File: config.mk
export PLATFORM = sky130hd
export DESIGN_NAME = alu_issue_ctrl
export DESIGN_NICKNAME = d
export VERILOG_FILES = /design/src/rtl/alu_pkg.sv /design/src/rtl/alu_op_onehot.sv /design/src/rtl/alu_issue_ctrl.sv
export SDC_FILE = /design/constraint.sdc
export NUM_CORES = 1
export LEC_CHECK = 0
export CORE_ASPECT_RATIO = 2
export CORE_MARGIN = 5
export CORE_UTILIZATION = 30
export DETAILED_ROUTE_END_ITERATION = 16
export GPL_TIMING_DRIVEN = 0
export HOLD_SLACK_MARGIN = 0.15
export PLACE_DENSITY = 0.7
export SKIP_CTS_REPAIR_TIMING = 1
export SLEW_MARGIN = 0
export SYNTH_ARGS = -nofsm -noshare
export SYNTH_HDL_FRONTEND = slang
export SYNTH_SLANG_ARGS = --single-unit
File: constraint.sdc
create_clock -name clk -period 1.51 [get_ports clk]
set_clock_uncertainty 0.05 [all_clocks]
set_input_delay 0.3775 -clock clk [delete_from_list [all_inputs] [get_ports clk]]
set_output_delay 0.3775 -clock clk [all_outputs]
set_load 0.005 [all_outputs]
File: src/rtl/alu_pkg.sv
// Shared opcode, select-width and FSM-state definitions for the one-hot ALU,
// its issue controller and the instruction decoder.
package alu_pkg;

  localparam int OPDEC_W = 16;

  localparam logic [3:0] OP_ADD  = 4'd0;
  localparam logic [3:0] OP_SUB  = 4'd1;
  localparam logic [3:0] OP_NOTA = 4'd2;
  localparam logic [3:0] OP_NAND = 4'd3;
  localparam logic [3:0] OP_NOR  = 4'd4;
  localparam logic [3:0] OP_AND  = 4'd5;
  localparam logic [3:0] OP_OR   = 4'd6;
  localparam logic [3:0] OP_XOR  = 4'd7;
  localparam logic [3:0] OP_XNOR = 4'd8;
  localparam logic [3:0] OP_LAST = OP_XNOR;

  localparam logic [1:0] ST_IDLE   = 2'd0;
  localparam logic [1:0] ST_SETTLE = 2'd1;
  localparam logic [1:0] ST_RESP   = 2'd2;

endpackage

File: src/rtl/alu_op_onehot.sv
// Binary opcode to one-hot ALU select; opcodes past OP_LAST yield an all-zero
// select and raise the illegal flag.
module alu_op_onehot #(
  parameter int OPDEC_W = 16
) (
  input  logic [3:0]         op,
  output logic [OPDEC_W-1:0] onehot,
  output logic               illegal
);
  import alu_pkg::*;

  always_comb begin
    illegal = (op > OP_LAST);
    onehot  = '0;
    if (!illegal) onehot = {{(OPDEC_W-1){1'b0}}, 1'b1} << op;
  end

endmodule

File: src/rtl/alu_issue_ctrl.sv
// Issue sequencer in front of the one-hot ALU: accept, hold operands for a
// settle window, capture and present the result. ALU_ISSUE_ACC_EN adds req_acc
// to chain the last transferred result into operand A.
//
//   state  | meaning
//   IDLE   | ready for a request, ALU select cleared
//   SETTLE | operands/select held, settle counter running
//   RESP   | captured result presented until consumer takes it
module alu_issue_ctrl #(
  parameter int SETTLE_CYCLES = 1,
  parameter int OPDEC_W       = 16
) (
  input  logic               clk,
  input  logic               rst_n,
  input  logic               req_valid,
  output logic               req_ready,
  input  logic [3:0]         req_op,
  input  logic [7:0]         req_a,
  input  logic [7:0]         req_b,
`ifdef ALU_ISSUE_ACC_EN
  input  logic               req_acc,
`endif
  output logic [7:0]         alu_a,
  output logic [7:0]         alu_b,
  output logic [OPDEC_W-1:0] alu_opdec,
  input  logic [3:0]         alu_rl,
  input  logic [3:0]         alu_rh,
  input  logic               alu_neg,
  output logic               rsp_valid,
  input  logic               rsp_ready,
  output logic [7:0]         rsp_data,
  output logic               rsp_neg,
  output logic               rsp_err
);
  import alu_pkg::*;

  localparam logic [3:0] CNT_LOAD = 4'(SETTLE_CYCLES - 1);

  logic [1:0]         state;
  logic [3:0]         cnt;
  logic               illegal_q;
  logic [OPDEC_W-1:0] dec_onehot;
  logic               dec_illegal;
  logic [7:0]         a_next;
  logic               accept;

  alu_op_onehot #(.OPDEC_W(OPDEC_W)) u_dec (
    .op      (req_op),
    .onehot  (dec_onehot),
    .illegal (dec_illegal)
  );

  assign req_ready = (state == ST_IDLE);
  assign accept    = req_valid && req_ready;

`ifdef ALU_ISSUE_ACC_EN
  logic [7:0] acc;

  // Errored results never become the chaining source.
  always_ff @(posedge clk or negedge rst_n) begin
    if (!rst_n) begin
      acc <= '0;
    end else if (rsp_valid && rsp_ready && !rsp_err) begin
      acc <= rsp_data;
    end
  end

  assign a_next = req_acc ? acc : req_a;
`else
  assign a_next = req_a;
`endif

  always_ff @(posedge clk or negedge rst_n) begin
    if (!rst_n) begin
      state     <= ST_IDLE;
      cnt       <= '0;
      illegal_q <= 1'b0;
      alu_a     <= '0;
      alu_b     <= '0;
      alu_opdec <= '0;
      rsp_valid <= 1'b0;
      rsp_data  <= '0;
      rsp_neg   <= 1'b0;
      rsp_err   <= 1'b0;
    end else begin
      case (state)
        ST_IDLE: begin
          if (accept) begin
            alu_a     <= a_next;
            alu_b     <= req_b;
            alu_opdec <= dec_onehot;
            illegal_q <= dec_illegal;
            cnt       <= CNT_LOAD;
            state     <= ST_SETTLE;
          end
        end
        ST_SETTLE: begin
          if (cnt == 4'd0) begin
            rsp_data  <= {alu_rh, alu_rl};
            rsp_neg   <= alu_neg;
            rsp_err   <= illegal_q;
            rsp_valid <= 1'b1;
            alu_opdec <= '0;
            state     <= ST_RESP;
          end else begin
            cnt <= cnt - 4'd1;
          end
        end
        ST_RESP: begin
          if (rsp_ready) begin
            rsp_valid <= 1'b0;
            state     <= ST_IDLE;
          end
        end
        default: state <= ST_IDLE;
      endcase
    end
  end

endmodule

### After elaboration in Yosys (flattened, before gate mapping)

Index checks and enable logic that the tools add are counted.

* add/sub/neg operators: 1
* order comparisons: 1
* equal/unequal tests: 6
* shift-type cells: 1
* multiplexer cells: 14
* reductions and logical operators: 11

Operators with widths (number)
* $mux W16: 3
* $pmux W16 S2: 1
* $shl A1 B4 Y16 const A: 1
* $reduce_and A3 Y1: 4
* $mux W4: 2
* $pmux W4 S2: 1
* $mux W2: 3
* $ne A2 B2 Y1 const B: 3
* $pmux W2 S3: 1
* $gt A4 B4 Y1 const B: 1
* $logic_not A4 Y1: 1
* $reduce_and A2 Y1: 2
* $reduce_bool A2 Y1: 2
* $sub A4 B1 Y4 const B: 1
* $eq A2 B1 Y1 const B: 1
* $eq A2 B2 Y1 const B: 1
* $logic_not A2 Y1: 1
* $mux W1: 2
* $ne A2 B1 Y1 const B: 1
* $pmux W1 S2: 1
* $logic_and A1 B1 Y1: 1

* flip-flop bits (word level): 50
* input port bits: 33
* output and inout port bits: 44

### Depth between registers and ports, before layout

Gate-level depths: netlist (run 1).

* word-level depth: 4
* depth in mapped cells: 6
* gate-level depth less buffers: 5

### Modules after synthesis

From an unflattened synthesis (run 1), not the netlist that was laid out.

* cell total of the unflattened synthesis: 156
* area total of the unflattened synthesis: 2250.9 µm²

By module, submodules not included
* alu_issue_ctrl: times used 1, cells each 134, area an instance 2031.9 µm², seq. area each 1251.2 µm²
* alu_op_onehot: times used 1, cells each 22, area an instance 219.0 µm², seq. area each 0.0 µm²

### Worst setup path before layout (run 1)

OpenSTA, ideal clock, no wires.

* kind: reg2reg
* from: reg cnt[0]
* to: reg rsp_data[3]
* setup time: 0.125 ns
* data arrival time: 1.453 ns
* required time: 1.335 ns
* setup slack: -0.118 ns
* stages on the path, launching flop included: 7
* buffers on the path: 1
* period minus slack after synthesis: 1.628 ns
* cell sequence: dfrtp_1 > inv_1 > ha_1 > nand4bb_1 > nor2_2 > buf_4 > mux2_2

* word-level cells in the longest chain between the ends: 2

RTL lines
* start: declaration: line alu_issue_ctrl.sv:40 `logic [3:0] cnt;`
* start signal: assignment: line alu_issue_ctrl.sv:106 `cnt <= cnt - 4'd1;`
* $logic_not A4 Y1: line alu_issue_ctrl.sv:98 `if (cnt == 4'd0) begin`
* $reduce_and A2 Y1 (no source line)
* end signal: assignment: line alu_issue_ctrl.sv:99 `rsp_data <= {alu_rh, alu_rl};`
* end: declaration: line alu_issue_ctrl.sv:31 `output logic [7:0] rsp_data,`

Every way passes these cells.
A chain may end at the register's enable or synchronous reset.

### Final worst setup path (run 1)

* from: reg cnt[1]
* to: reg rsp_data[3]

Same word-level chain as after synthesis.

==> metrics, run 1 <==
RR Startpoint=cnt[1]; first-pass GRT wire length=8.369 mm; FMAX=0.6301 GHz; status=finished with violations; simple-gate share of the synthesized area=21.05%; synthesized area=0.002044 mm²; Worst Tran Pin Value=0.5037 ns; pwr dens=1760 mW/mm²; I/O pins=77; Post-synth ARST share=100.0%; Initial Util=30.88%; vias in the first global route=1730; most numerous cell in the Yosys netlist=nand2_1; Final ANT Viol Nets=0; layout net count=319; via density per instance=4.627; main combinational cell family by area after synthesis=simple AND/OR/NAND/NOR gates; post-DP HPWL=3.978 mm; CTS Buf Count=5; final hold vios=0; Die X=68.38 µm; Multi-input gate area=860.8 µm²; Synth area leaders=dfrtp_1 61%, nand2_1 10%, mux2_2 5.5%, a32o_1 2.4%, and2_1 2.4%; area share of the largest cell type after synthesis=61.20%; clk_lat worst skew=0.29 ns; DRT iter0 DRCs=74; max_cap viols=0; register area share after synthesis=61.20%; clock sinks=50; synthesis warning total=0; fin crit share=105.1%; Final Setup Violations=18; post-synthesis mux area share=5.998%; min-delay src=alu_b[3]; ys flop type=dfrtp_1; Startpoint Class=flip-flop; Final Non-Filler Cells=373; drt total wl=5.638 mm; Slew HR=66.42%; Root Buffer=clkbuf_16; RD Place Congestion=0.7782; Die Height=126.7 µm; hold crit path type=flip-flop to flip-flop; number of distinct library cells after synthesis=33; CP Launch Point=cnt[1]; EDFF count, synth=0; Vias=1726; H-tree levels=2; layout cells sized above 1=24.91%; CTS tree=built; pin count of the biggest net entering global routing=31; XOR/XNOR share of the synthesized area=0%; CP Class=flip-flop to flip-flop; Avg Inst Size Synth=11.23 µm²; Remaining Overflow, GRT=0; Die Area=0.008666 mm²; Fillers=572; IO buf count=76; clock buffer depth=2; Synth Area in Compound Gates=7.099%; # diodes=0; Final Worst Setup Slack=-0.07708 ns; flops & latches, synth=50; Area Overhead vs Synth=73.50%; CP required=1.63 ns; syn nets=217; RSZ-0062 raised after global routing=yes; IR drop worst, VDD=0.0006240 V; Synth area leader=dfrtp_1; CORE AREA=0.006621 mm²; failing checks=negative setup slack; top cells by count, synth=55 x nand2_1, 50 x dfrtp_1, 10 x mux2_2; Tot GR Track Use=12.90%; arrival time at the worst endpoint=1.71 ns; minimum clock period after layout=1.587 ns; TNS Setup=-0.9621 ns; crit-path max FO=10; placed insts=347; DRC=0; Rows=42; initial antenna violation count=0; detailed-router iteration count before antenna repair=4; Avg WL per Cell=15.12 µm; Lkg Pwr=2.160 nW; Reg clk slew, reported paths=0.07 ns; Final Max Slew Viols=0; Synth Instances=182; Worst setup EP type=flip-flop; Post-Synth Adder-Cell Area=1.224%; Sequential Area=0.001252 mm²
## sequential cells by signal (all words and copies together) (netlist names)
register,count
alu_a,8
alu_b,8
alu_opdec,16
cnt,4
illegal_q,1
rsp_data,8
rsp_err,1
rsp_neg,1
rsp_valid,1
state,2
## cell families (layout without fill, tap and decap cells)
kind of cell,after synthesis,after routing
AOI/OAI and AO/OA,18,18
adders and majority gates,2,2
buffers and inverters,12,115
DFF,50,50
muxes,11,11
and+or+nand+nor,89,89
## per-stage QoR
stage / total power [mW] / instance area, µm² / hold slack [ns] / worst slack (ns) / utilization (%)
finish: 6.242 / 3547 / 0.4170 / -0.07708 / 53.57
global placement: 4.425 / 2958 / 0.4071 / -1.444 / 44.67
global route: 6.631 / 3547 / 0.4352 / -0.1293 / 53.57
floorplan: 3.271 / 2087 / 0.03191 / -0.06997 / -
detailed placement: 4.496 / 2973 / 0.3263 / -0.4067 / 44.90
CTS: 5.779 / 3143 / 0.009551 / -0.4483 / 47.47
## where the power goes
part | switching, mW | internal [mW]
Sequential | 0.290 | 1.81
Clock | 0.491 | 0.781
Combinational | 1.11 | 1.75
## area by class of cell
type | instances | share of cell area [%]
Multi-Input combinational cell | 120 | 24.27
Inverter | 4 | 0.4233
Clock buffer | 5 | 3.527
Tap cell | 88 | 3.104
Clock inverter | 3 | 1.270
Sequential cell | 50 | 35.31
Buffer | 8 | 2.469
Timing Repair Buffer | 95 | 29.63
## layout by cell type (no fill, tap or decap), drive strengths merged
cell            n
o21ai           4
a31o            1
dlymetal6s2s   44
ha              2
nand3           4
dlygate4sd3     1
bufinv          1
mux2           10
o311ai          2
nor4bb          1
or3             1
nand2b          1
or3b            1
a32o            5
or2             1
nand2          55
inv             4
o211ai          1
dfrtp          50
nand3b          2
nor4b           1
buf            26
a22o            3
nor3            1
clkinvlp        2
a21o            1
nor2            7
mux2i           1
nor3b           3
clkdlybuf4s50  30
clkbuf          7
and2            8
nor2b           2
nand4bb         1
o21bai          1
## per-layer routing
metal	up-vias	global-route usage [%]	part of all wire, %
li1	814	-	-
met1	867	13.14	35
met2	37	23.89	59
met3	8	2.389	3.5
met4	0	5.979	2.5
met5	-	0	0
## worst max-delay path, stage by stage, from the launching register on
cell and delay (ns):
dfrtp_1 0.41, inv_2 0.10, ha_4 0.16, nand4bb_4 0.14, nor2_4 0.14, buf_8 0.17
mux2_4 0.31
## worst paths after layout
kind,endpoint,slack (ns),depth (start not counted)
max in group asynchronous,rsp_data[3],0.34,3
worst min-delay path,alu_b[3],0.42,2
min in group asynchronous,alu_opdec[15],0.53,2
worst min register to register,alu_b[3],0.42,2
worst max register to register,rsp_data[3],-0.08,6
worst max-delay path,rsp_data[3],-0.08,6
No activity file was read; power rests on OpenSTA's default activity.
==> run 2, diff against run 1 <==
Settings changed: DONT_BUFFER_PORTS from default to 1, PLACE_DENSITY 0.7 to 0.55.
==> run 2 against run 1 <==
Effect of this change:
- worst setup slack improved by 0.0028 ns
- die area unchanged
- cell count decreased by 21%
- total power decreased by 13%
- register-to-register slack about the same
- largest power group is now sequential cells
- the run ends with negative hold slack, negative setup slack left
- core utilization decreased by 14 points
- count of clock-buffer cells in the layout unchanged
- first-iteration DRC count increased by 23%
- sequential share of layout area increased by 12 points
- global-route usage decreased by 1.0 points
- maximum frequency increased by 0.18%
- critical path depth unchanged
- highest routed layer unchanged
==> metrics, run 2 (same netlist as run 1, synthesis figures left out) <==
clk_lat worst skew=0.29 ns (about the same); drt total wl=5.128 mm (-9.0%); clock sinks=50 (unchanged); CORE AREA=0.006621 mm² (unchanged); CTS tree=built; reg2reg path depth=6 (unchanged); Avg WL per Cell=17.38 µm (+15%); Logic pwr share=35.0% (-11 points); detailed-router iteration count before antenna repair=4 (unchanged); via density per instance=4.658 (+0.65%); Die Area=0.008666 mm² (unchanged); overall power=5.414 mW (-13%); Die X=68.38 µm (unchanged); H-tree levels=2 (unchanged); status=finished with violations; initial antenna violation count=0 (unchanged); failing checks=negative hold slack, negative setup slack; IR drop worst, VDD=0.0006796 V (+8.9%); CTS Buf Count=5 (unchanged); vias in the first global route=1434 (-17%); clock buffer depth=2 (unchanged); worst-case hold slack=-0.2726 ns (-0.6895 ns); Die Height=126.7 µm (unchanged); DRC=0 (unchanged); Final Max Slew Viols=0 (unchanged); Reg clk slew, reported paths=0.07 ns (about the same); IO buf count=0 (-100%); CP Class=flip-flop to flip-flop; Clk network pwr share=23.8% (+3.4 points); FMAX=0.6312 GHz (+0.18%); Slew HR=76.96% (+11 points); most common cell after layout, fill and taps aside=nand2_1; arrival time at the worst endpoint=1.71 ns (about the same); Root Buffer=clkbuf_16; Most flops, register=alu_opdec; Final ANT Viol Nets=0 (unchanged); final hold vios=50 (+50); Initial Util=30.88% (unchanged); Vias=1374 (-20%); final core occ=39.81% (-14 points); fin crit share=104.9% (-0.19 points); DRT iter0 DRCs=91 (+23%); I/O pins=77 (unchanged); minimum clock period after layout=1.584 ns (-0.002834 ns); TNS Setup=-0.9537 ns (+0.008380 ns); Worst R2R End=rsp_data[3]; # diodes=0 (unchanged); crit-path max FO=10 (unchanged); RD Place Congestion=0.7468 (-4.0%); Pint=3.652 mW (-16%); Sequential Area=0.001252 mm² (unchanged); RR Startpoint=cnt[0]; RSZ-0062 raised after global routing=yes; Final Worst Setup Slack=-0.07424 ns (+0.002834 ns); Fillers=682 (+19%); commonest cells after routing, fill and taps aside=55 x nand2_1, 49 x dfrtp_1, 9 x buf_4; placed cell areas=0.002197 mm² (-26%); max_cap viols=0 (unchanged); layout net count=241 (-24%); Worst Tran Pin Value=0.3450 ns (-0.1588 ns); Final Setup Violations=19 (+1); pwr dens=2054 mW/mm² (+17%); post-route cell area=0.002636 mm² (-26%); Area Overhead vs Synth=28.95%; CP required=1.63 ns (about the same); layout cells sized above 1=25.12% (+0.21 points); Startpoint Class=flip-flop; Rows=42 (unchanged); Lkg Pwr=1.237 nW (-43%); Worst setup EP type=flip-flop; R2R setup slack=-0.07 ns (about the same); Sw Ratio=32.54% (+2.2 points); max reg flops=16 (unchanged); first-pass GRT wire length=7.486 mm (-11%); Multi-input gate area=847.1 µm² (-1.6%); sequential power share=41.2% (+7.5 points); Remaining Overflow, GRT=0 (unchanged); Tot GR Track Use=11.85% (-1.0 points); pin count of the biggest net entering global routing=51 (+65%); post-DP HPWL=3.653 mm (-8.2%); Switch Pwr=1.762 mW (-7.0%); hold crit path type=input pin to async pin
==> run 2: cell count changes in the layout (fill, tap and decap cells not counted), sizes merged <==
cell           before  now
dlymetal6s2s       44    0
clkinv              0    1
buf                26   15
clkinvlp            2    0
clkdlybuf4s50      30    0
inv                 4    5
dlygate4sd3         1    8
==> run 2: final cells by class <==
cell class              count  area share (%)
plain buffers               8           3.037
well taps                  88           4.177
clock inverters             3           1.661
flip-flops and latches     50           47.51
inverters                   4          0.5695
multi-input cells         120           32.13
clock buffers               5           4.746
repair buffers             17           6.170
==> run 2: how the worst max path moves through the flow <==
stage	start	endpoint	slack (ns)	cells past startpoint
final	cnt[0]	rsp_data[3]	-0.07	6
after global routing	cnt[0]	rsp_data[3]	-0.11	6
after CTS	cnt[0]	rsp_data[3]	-0.30	6
after detailed placement	cnt[0]	rsp_data[3]	-0.28	6
after global placement	cnt[0]	rsp_data[7]	-0.25	6
after floorplan	cnt[1]	rsp_data[3]	-0.07	6
==> run 2: power by group through the flow <==
stage               Sequential [mW]  Combinational [mW]  Clock, mW
finish                         2.23                1.90       1.29
global route                   2.30                2.09       1.39
CTS                            2.23                1.41       1.34
detailed placement             2.26                1.40          0
global placement               2.24                1.35          0
floorplan                      2.12                1.15          0
==> run 2: metrics by stage <==
step,cells,setup slack [ns]
after floorplan,182,-0.06997
after global routing,295,-0.1055
after global placement,270,-0.2523
after CTS,278,-0.2977
final,295,-0.07424
after detailed placement,270,-0.2821
==> run 2: worst max-delay path, cell delays in order (launching register included) <==
cell	delay, ns
dfrtp_1	0.40
inv_2	0.10
ha_4	0.16
nand4bb_4	0.14
nor2_4	0.13
buf_8	0.16
mux2_4	0.31
==> run 2: metal layers <==
layer | share of wire [%] | GRT usage [%]
met1 | 34 | 10.97
met2 | 55 | 21.33
met3 | 7.5 | 4.248
met4 | 3.3 | 6.331
met5 | 0 | 0
==> run 3, diff against run 2 <==
Settings changed: CTS_CLUSTER_DIAMETER from default to 60.
==> results of run 3 <==
No change in the layout: final DEF, timing and power equal those of run 2.
